==> config.mk <==
export PLATFORM = sky130hd
export DESIGN_NAME = booth_multiplier_seq
export DESIGN_NICKNAME = d
export VERILOG_FILES = /design/src/rtl/booth_multiplier_seq.sv
export SDC_FILE = /design/constraint.sdc
export NUM_CORES = 1
export LEC_CHECK = 0
export ABC_AREA = 1
export BUFFER_PORTS_ARGS = -buffer_cell sky130_fd_sc_hd__buf_2
export CORE_AREA = 2 2 128 180
export CTS_CLUSTER_DIAMETER = 120
export CTS_CLUSTER_SIZE = 25
export DETAILED_ROUTE_END_ITERATION = 12
export DIE_AREA = 0 0 130 182
export GPL_TIMING_DRIVEN = 0
export PLACE_DENSITY_LB_ADDON = 0.3
export SYNTH_ARGS = -nofsm -noshare
export SYNTH_HDL_FRONTEND = slang
export SYNTH_SLANG_ARGS = --single-unit
==> constraint.sdc <==
create_clock -name in_clk -period 2.96 [get_ports in_clk]
set_input_delay 0.148 -clock in_clk [delete_from_list [all_inputs] [get_ports in_clk]]
set_output_delay 0.148 -clock in_clk [all_outputs]
set_load 0.005 [all_outputs]
==> src/rtl/booth_multiplier_seq.sv <==
// booth_multiplier_seq: sequential radix-2 Booth multiplier, one step per clock, start/busy/done handshake
module booth_multiplier_seq #(
  parameter int WIDTH = 32
) (
  input  logic             in_clk,
  input  logic             in_reset_n,
  input  logic             in_start,
  input  logic [WIDTH-1:0] in_x,
  input  logic [WIDTH-1:0] in_y,
  output logic             out_busy,
  output logic             out_done,
  output logic [WIDTH-1:0] out_hi,
  output logic [WIDTH-1:0] out_lo
);
  localparam int CW = $clog2(WIDTH);
  typedef enum logic [1:0] {IDLE, RUN, DONE} state_t;
  state_t r_state, w_next;
  logic signed [WIDTH:0] r_a, r_m, w_sum, w_a;
  logic [WIDTH-1:0] r_q, w_q, r_hi, r_lo;
  logic r_qm1, w_qm1, w_last;
  logic [CW-1:0] r_count;
  // A is one bit wider than the operands so that subtracting M = -2^(WIDTH-1) cannot overflow
  always_comb begin
    w_sum = ({r_q[0], r_qm1} == 2'b01) ? r_a + r_m :
            ({r_q[0], r_qm1} == 2'b10) ? r_a - r_m : r_a;
    {w_a, w_q, w_qm1} = {w_sum[WIDTH], w_sum, r_q};
    w_last = r_count == CW'(WIDTH - 1);
    w_next = r_state;
    case (r_state)
      IDLE:    w_next = in_start ? RUN : IDLE;
      RUN:     w_next = w_last ? DONE : RUN;
      default: w_next = IDLE;
    endcase
  end
  always_ff @(posedge in_clk or negedge in_reset_n) begin
    if (!in_reset_n) begin
      r_state <= IDLE;
      r_a     <= '0;
      r_m     <= '0;
      r_q     <= '0;
      r_qm1   <= 1'b0;
      r_count <= '0;
      r_hi    <= '0;
      r_lo    <= '0;
    end else begin
      r_state <= w_next;
      if (r_state == IDLE && in_start) begin
        r_a     <= '0;
        r_m     <= {in_x[WIDTH-1], in_x};
        r_q     <= in_y;
        r_qm1   <= 1'b0;
        r_count <= '0;
      end else if (r_state == RUN) begin
        r_a     <= w_a;
        r_q     <= w_q;
        r_qm1   <= w_qm1;
        r_count <= r_count + 1'b1;
        if (w_last) begin
          r_hi <= w_a[WIDTH-1:0];
          r_lo <= w_q;
        end
      end
    end
  end
  assign out_busy = r_state != IDLE;
  assign out_done = r_state == DONE;
  assign out_hi   = r_hi;
  assign out_lo   = r_lo;
endmodule

==> results.ini, run 1 <==
[status]
outcome = finished clean

[min_path]
hp-start = in_start
hold_path_class = in2reg

[route]
drt.antenna.violating_nets = 0
vias = 12500
drt_pre_antenna_iters = 5
wl_mm = 44.4
drc = 0
wire_per_inst_um = 19.0
via_per_inst = 5.34
drtIter0Drc = 858

[final_layout]
nets = 2161
final_util = 0.648
layout-drive-gt1-share = 0.132
antenna_cells = 0
areaGrowthSynthToFinish_pct = 19.7

[floorplanning]
placementRows = 65
start_util = 0.541
ios = 133
coreArea_um2 = 22200
die_y_um = 182
die_area_um2 = 23700
die_w_um = 130

[sta]
hold_viol = 0
fin_crit_ns = 2.81
maxSlewHeadroom = 0.407
rsz0062_at_grt = no
period_share = 0.950
worst_pin_slew_ns = 0.889
worst_slack_ns = 0.148
whs_ns = 0.0556
fin_skew_ns = 0.0122
max_freq_mhz = 356
slew_viol_final = 0
setup-violations-final = 0

[place]
pre_cts_ws_ns = 0.193
io_buffers = 132
place.detailed.hpwl_mm = 34.1
place_congestion = 0.982

[clock_tree]
clk_path_buf_depth = 2
cts-htree-levels = 4
cts_made_buffers = 17
path_clk_slew_ns = 0.08
root_buffer = clkbuf_16
clock-sinks = 168
clk_latency_ns = 0.46
cts_tree = done

[global_routing]
grt_max_degree = 87
first_global_vias = 12600
gr-total-overflow = 0
antenna_found_initial = 0
track_usage = 0.391
grt_pass1_wl_mm = 68.7

[setup_path]
crit_path_max_fanout = 9
critPathArrivalTime_ns = 3.15
end_kind = register
worstSetupStartpointType = register
critPathLaunch = r_a[17]
worstPathRequired_ns = 3.30
worstReg2RegStart = r_a[17]
worstSetupPathType = reg2reg

[run]
drv_cap = 0

[synth]
synth_nets = 1943
yosys_warnings = 0
synth_ff_type = dfrtp_1
syn_area_um2 = 12000
yosysUniqueCellTypes = 45
syn_avg_cell_area_um2 = 6.65
synthCells = 1807
synth_edf_count = 0
synth_seq_area_share = 0.350
async_flop_share = 1.00
ys_ff_latch = 168

per-layer routing:
layer / vias up / global-route usage / routed length, µm
met5: - / 0 / 0
met4: 0 / 0.336 / 4410
met3: 172 / 0.0689 / 2060
met2: 467 / 0.668 / 22100
met1: 5774 / 0.405 / 15800
li1: 6067 / - / -
Yosys cell counts (3+ instances only):
master,instances,area (µm²)
nand2_1,645,2420
inv_1,289,1080
dfrtp_1,168,4200
o21ai_0,127,636
nand3_1,106,531
nor2_1,96,360
ha_1,67,838
a21oi_1,51,255
a22oi_1,31,233
clkbuf_1,28,105
buf_2,20,100
buf_4,18,135
nand2_2,18,113
o21ai_1,18,90.1
nor2_2,15,93.8
nand4_1,14,87.6
nor3_1,13,65.1
inv_2,11,41.3
o21bai_1,9,67.6
xor2_1,9,78.8
o221ai_1,6,52.6
o211ai_1,5,37.5
buf_6,4,45.0
nor4_1,4,25.0
o22ai_1,4,25.0
a21oi_2,3,26.3
nand3_2,3,30.0
sequential cells by signal (all words and copies together) (netlist names):
register and count:
out_lo 32, r_q 32, r_qm1 1, r_state 2, r_a 32, r_count 5
out_hi 32, r_m 32
kinds of logic after synthesis:
group           synth area share
compound gates             0.124
fa+ha+maj                 0.0731
simple gates               0.318
buf+inv                    0.127
flops                      0.350
xor+xnor                 0.00802
critical path, cell delays in order (launching register included):
cell	delay (ns)
dfrtp_1	0.43
ha_1	0.31
buf_4	0.17
o21ai_0	0.64
nand2_1	0.12
nand2_1	0.12
inv_1	0.05
nand2_1	0.07
nand2_1	0.08
nand3_1	0.10
nand2_1	0.05
nand3_1	0.11
nand2_1	0.24
nand2_1	0.14
nand2_1	0.06
layout by cell type (no fill, tap or decap), drive strengths merged, types with 2 or more instances in the layout:
cell type and instances:
inv 309, or2 2, o21ai 145, nand4 14
clkbuf 46, nand3 109, clkinv 4, nand3b 2
nor3 14, xnor2 2, o211ai 5, o22ai 4
buf 178, and2 2, ha 67, a22o 2
xor2 9, dfrtp 168, a22oi 31, nor4 5
nor2 112, dlygate4sd3 65, a21oi 55, fa 2
a21o 2, o221ai 6, o21bai 9, o2111ai 2
nand2 663
path summary, 6_finish.rpt:
kind                         endpoint  depth (start not counted)  slack [ns]
hold reg to reg            out_hi[24]                          2        0.48
setup / recovery              r_a[27]                         14        0.15
setup reg to reg              r_a[27]                         14        0.15
min in group asynchronous     r_m[11]                          2        0.25
max in group asynchronous      r_a[9]                          3        1.89
hold / removal             r_state[0]                          3        0.06
what timing repair did:
item | in CTS | in global routing
buffers inserted | 0 | 1
hold buffers | 65 | 0
setup endpoints to repair | 0 | 6
endpoints found under the hold margin | 146 | 0
gates resized for setup | 0 | 4
final cells by class:
cell class	count	area, µm²
Fill cell	2006	7820
Sequential cell	168	4200
Timing Repair Buffer	199	1360
Clock buffer	17	425
Buffer	73	398
Multi-Input combinational cell	1266	6300
Clock inverter	15	196
Tap cell	301	377
Inverter	300	1130
per-stage QoR:
stage                     area (µm²)  TNS, ns  std cells
after global placement         13100  -143.98       2240
final                          14400        0       2339
after CTS                      14400        0       2338
after floorplan                12000        0       1807
after detailed placement       13100        0       2241
after global routing           14400        0       2339
Power of run 1 is not shown: default switching activity piles up to over one toggle a cycle in this logic, so the estimate is an artifact.
==> inputs of run 2 (changes only) <==
- CAP_MARGIN: not set -> 15
- RECOVER_POWER: not set -> 100
==> run 2 against run 1 <==
- the run now ends with max-capacitance violations, max-slew violations left
- setup slack improved by 0.0047 ns
- register-to-register slack about the same
- final cell count unchanged
- critical path depth is 2 lower
- routed wire length increased by 0.22%
- flip-flop and latch count did not move
- global-route usage unchanged
- first-iteration DRC count grew 2.1%
- sequential share of layout area is 0.24 points higher
- critical path type unchanged
- highest routed layer unchanged
==> results.ini, run 2 (same netlist as run 1, synthesis figures left out) <==
[status]
outcome = finished, violations left
violations = max-capacitance violations, max-slew violations

[floorplanning]
placementRows = 65  ; unchanged
ios = 133  ; unchanged
die_area_um2 = 23700  ; unchanged
die_y_um = 182  ; unchanged
die_w_um = 130  ; unchanged
start_util = 0.541  ; unchanged
coreArea_um2 = 22200  ; unchanged

[setup_path]
ff2ff_setup_slack_ns = 0.15  ; about the same
worstSetupPathType = reg2reg
worstSetupStartpointType = register
path_cells = ha_1, buf_4, o21ai_0, a21oi_1, nand2_1, inv_1, nand3_1, nand2_1, nand3_1, nand3_1, nand2_1, nand2_1
end_kind = register
crit_top_cell = nand2_1
worstPathRequired_ns = 3.32  ; +0.02 ns
crit_path_max_fanout = 9  ; unchanged
slowest_stage = o21ai_0
critPathArrivalTime_ns = 3.16  ; about the same
critPathMaxStageDelay_ns = 0.69  ; +0.05 ns

[clock_tree]
clk_path_buf_depth = 2  ; unchanged
cts_tree = done
path_clk_slew_ns = 0.08  ; about the same
clk_latency_ns = 0.47  ; about the same
root_buffer = clkbuf_16
cts_made_buffers = 17  ; unchanged
cts-htree-levels = 4  ; unchanged
clock-sinks = 168  ; unchanged

[route]
via_per_inst = 5.35  ; +0.28%
vias = 12500  ; +0.28%
drt.antenna.violating_nets = 0  ; unchanged
drtIter0Drc = 876  ; +2.1%
drt_pre_antenna_iters = 6  ; +1
wl_mm = 44.5  ; +0.22%
wire_per_inst_um = 19.0  ; +0.22%
drc = 0  ; unchanged

[final_layout]
layout-drive-gt1-share = 0.102  ; -0.0309
stdcell_count = 2339  ; unchanged
nets = 2161  ; unchanged
final_cell_mix = nand2_1, inv_1, dfrtp_1, o21ai_0, nand3_1
final_util = 0.642  ; -0.00535
antenna_cells = 0  ; unchanged
areaGrowthSynthToFinish_pct = 18.7
final_common_cell = nand2_1

[global_routing]
track_usage = 0.391  ; unchanged
gr-total-overflow = 0  ; unchanged
first_global_vias = 12600  ; unchanged
grt_max_degree = 87  ; unchanged
antenna_found_initial = 0  ; unchanged
grt_pass1_wl_mm = 68.7  ; unchanged

[sta]
fin_skew_ns = 0.0125  ; +0.000315 ns
period_share = 0.949  ; -0.00160
hold_viol = 0  ; unchanged
maxSlewHeadroom = -0.395  ; -0.802
worst_slack_ns = 0.152  ; +0.00473 ns
setup-violations-final = 0  ; unchanged
max_freq_mhz = 356  ; +0.17%
worst_pin_slew_ns = 2.09  ; +1.20 ns
rsz0062_at_grt = no
whs_ns = 0.0290  ; -0.0265 ns
slew_viol_final = 84  ; +84
fin_crit_ns = 2.81  ; -0.00473 ns

[run]
drv_cap = 1  ; +1

[place]
io_buffers = 132  ; unchanged
place.detailed.hpwl_mm = 34.1  ; unchanged
place_congestion = 0.982  ; unchanged
pre_cts_ws_ns = 0.193  ; unchanged
placed_cells = 2241  ; unchanged

[min_path]
hold_path_class = in2reg

run 2: changes by cell type in the layout (fill, tap and decap cells not counted), moves of 2 or more:
cell | previous run | this run
buf_4 | 19 | 17
inv_2 | 11 | 8
nand3_2 | 4 | 2
buf_2 | 151 | 98
o21ai_1 | 19 | 7
o21ai_0 | 126 | 138
clkbuf_1 | 28 | 83
nand3_1 | 105 | 107
inv_1 | 289 | 291
run 2: metrics by stage:
stage                     area [µm²]  TNS (ns)
after CTS                      14400         0
after floorplan                12000         0
after detailed placement       13100         0
after global placement         13100   -143.98
final                          14300         0
after global routing           14300         0
run 2: routing by layer:
layer / track usage / wire length, µm / vias to the layer above
li1: - / - / 6067
met1: 0.405 / 15800 / 5790
met2: 0.668 / 22000 / 481
met3: 0.0689 / 2230 / 177
met4: 0.336 / 4470 / 0
met5: 0 / 0 / -
run 2: final timing paths:
| check | to | startpoint | cells after the start |
|---|---|---|---|
| worst max-delay path | out_hi[23] | r_a[21] | 12 |
| worst min-delay path | r_state[0] | in_start | 3 |
| worst max register to register | out_hi[23] | r_a[21] | 12 |
| worst min register to register | out_hi[24] | out_hi[24] | 2 |
| max in group asynchronous | out_lo[25] | in_reset_n | 3 |
| min in group asynchronous | r_m[11] | in_reset_n | 2 |
run 2: final cells by class:
type	instances	area, µm²
sequential	168	4200
tap	301	377
multi-input combinational	1266	6280
buffer	73	380
timing repair buffer	199	1270
fill	2056	7940
inverter	300	1130
clock inverter	15	196
clock buffer	17	425
run 2: repair_timing:
item,in CTS,in global routing
endpoints found under the setup margin,0,6
setup buffers,0,1
hold buffers,65,0
endpoints found under the hold margin,146,0
gates resized for setup,0,4
run 2: worst max-delay path, delay by kind of cell (launching register included):
| family | cells | cell delay (ns) |
|---|---|---|
| AOI/OAI and AO/OA | 2 | 0.88 |
| and+or+nand+nor | 7 | 0.84 |
| DFF | 1 | 0.43 |
| adders and majority gates | 1 | 0.31 |
| buffers and inverters | 2 | 0.24 |
Power of run 2 is left out for the same reason.
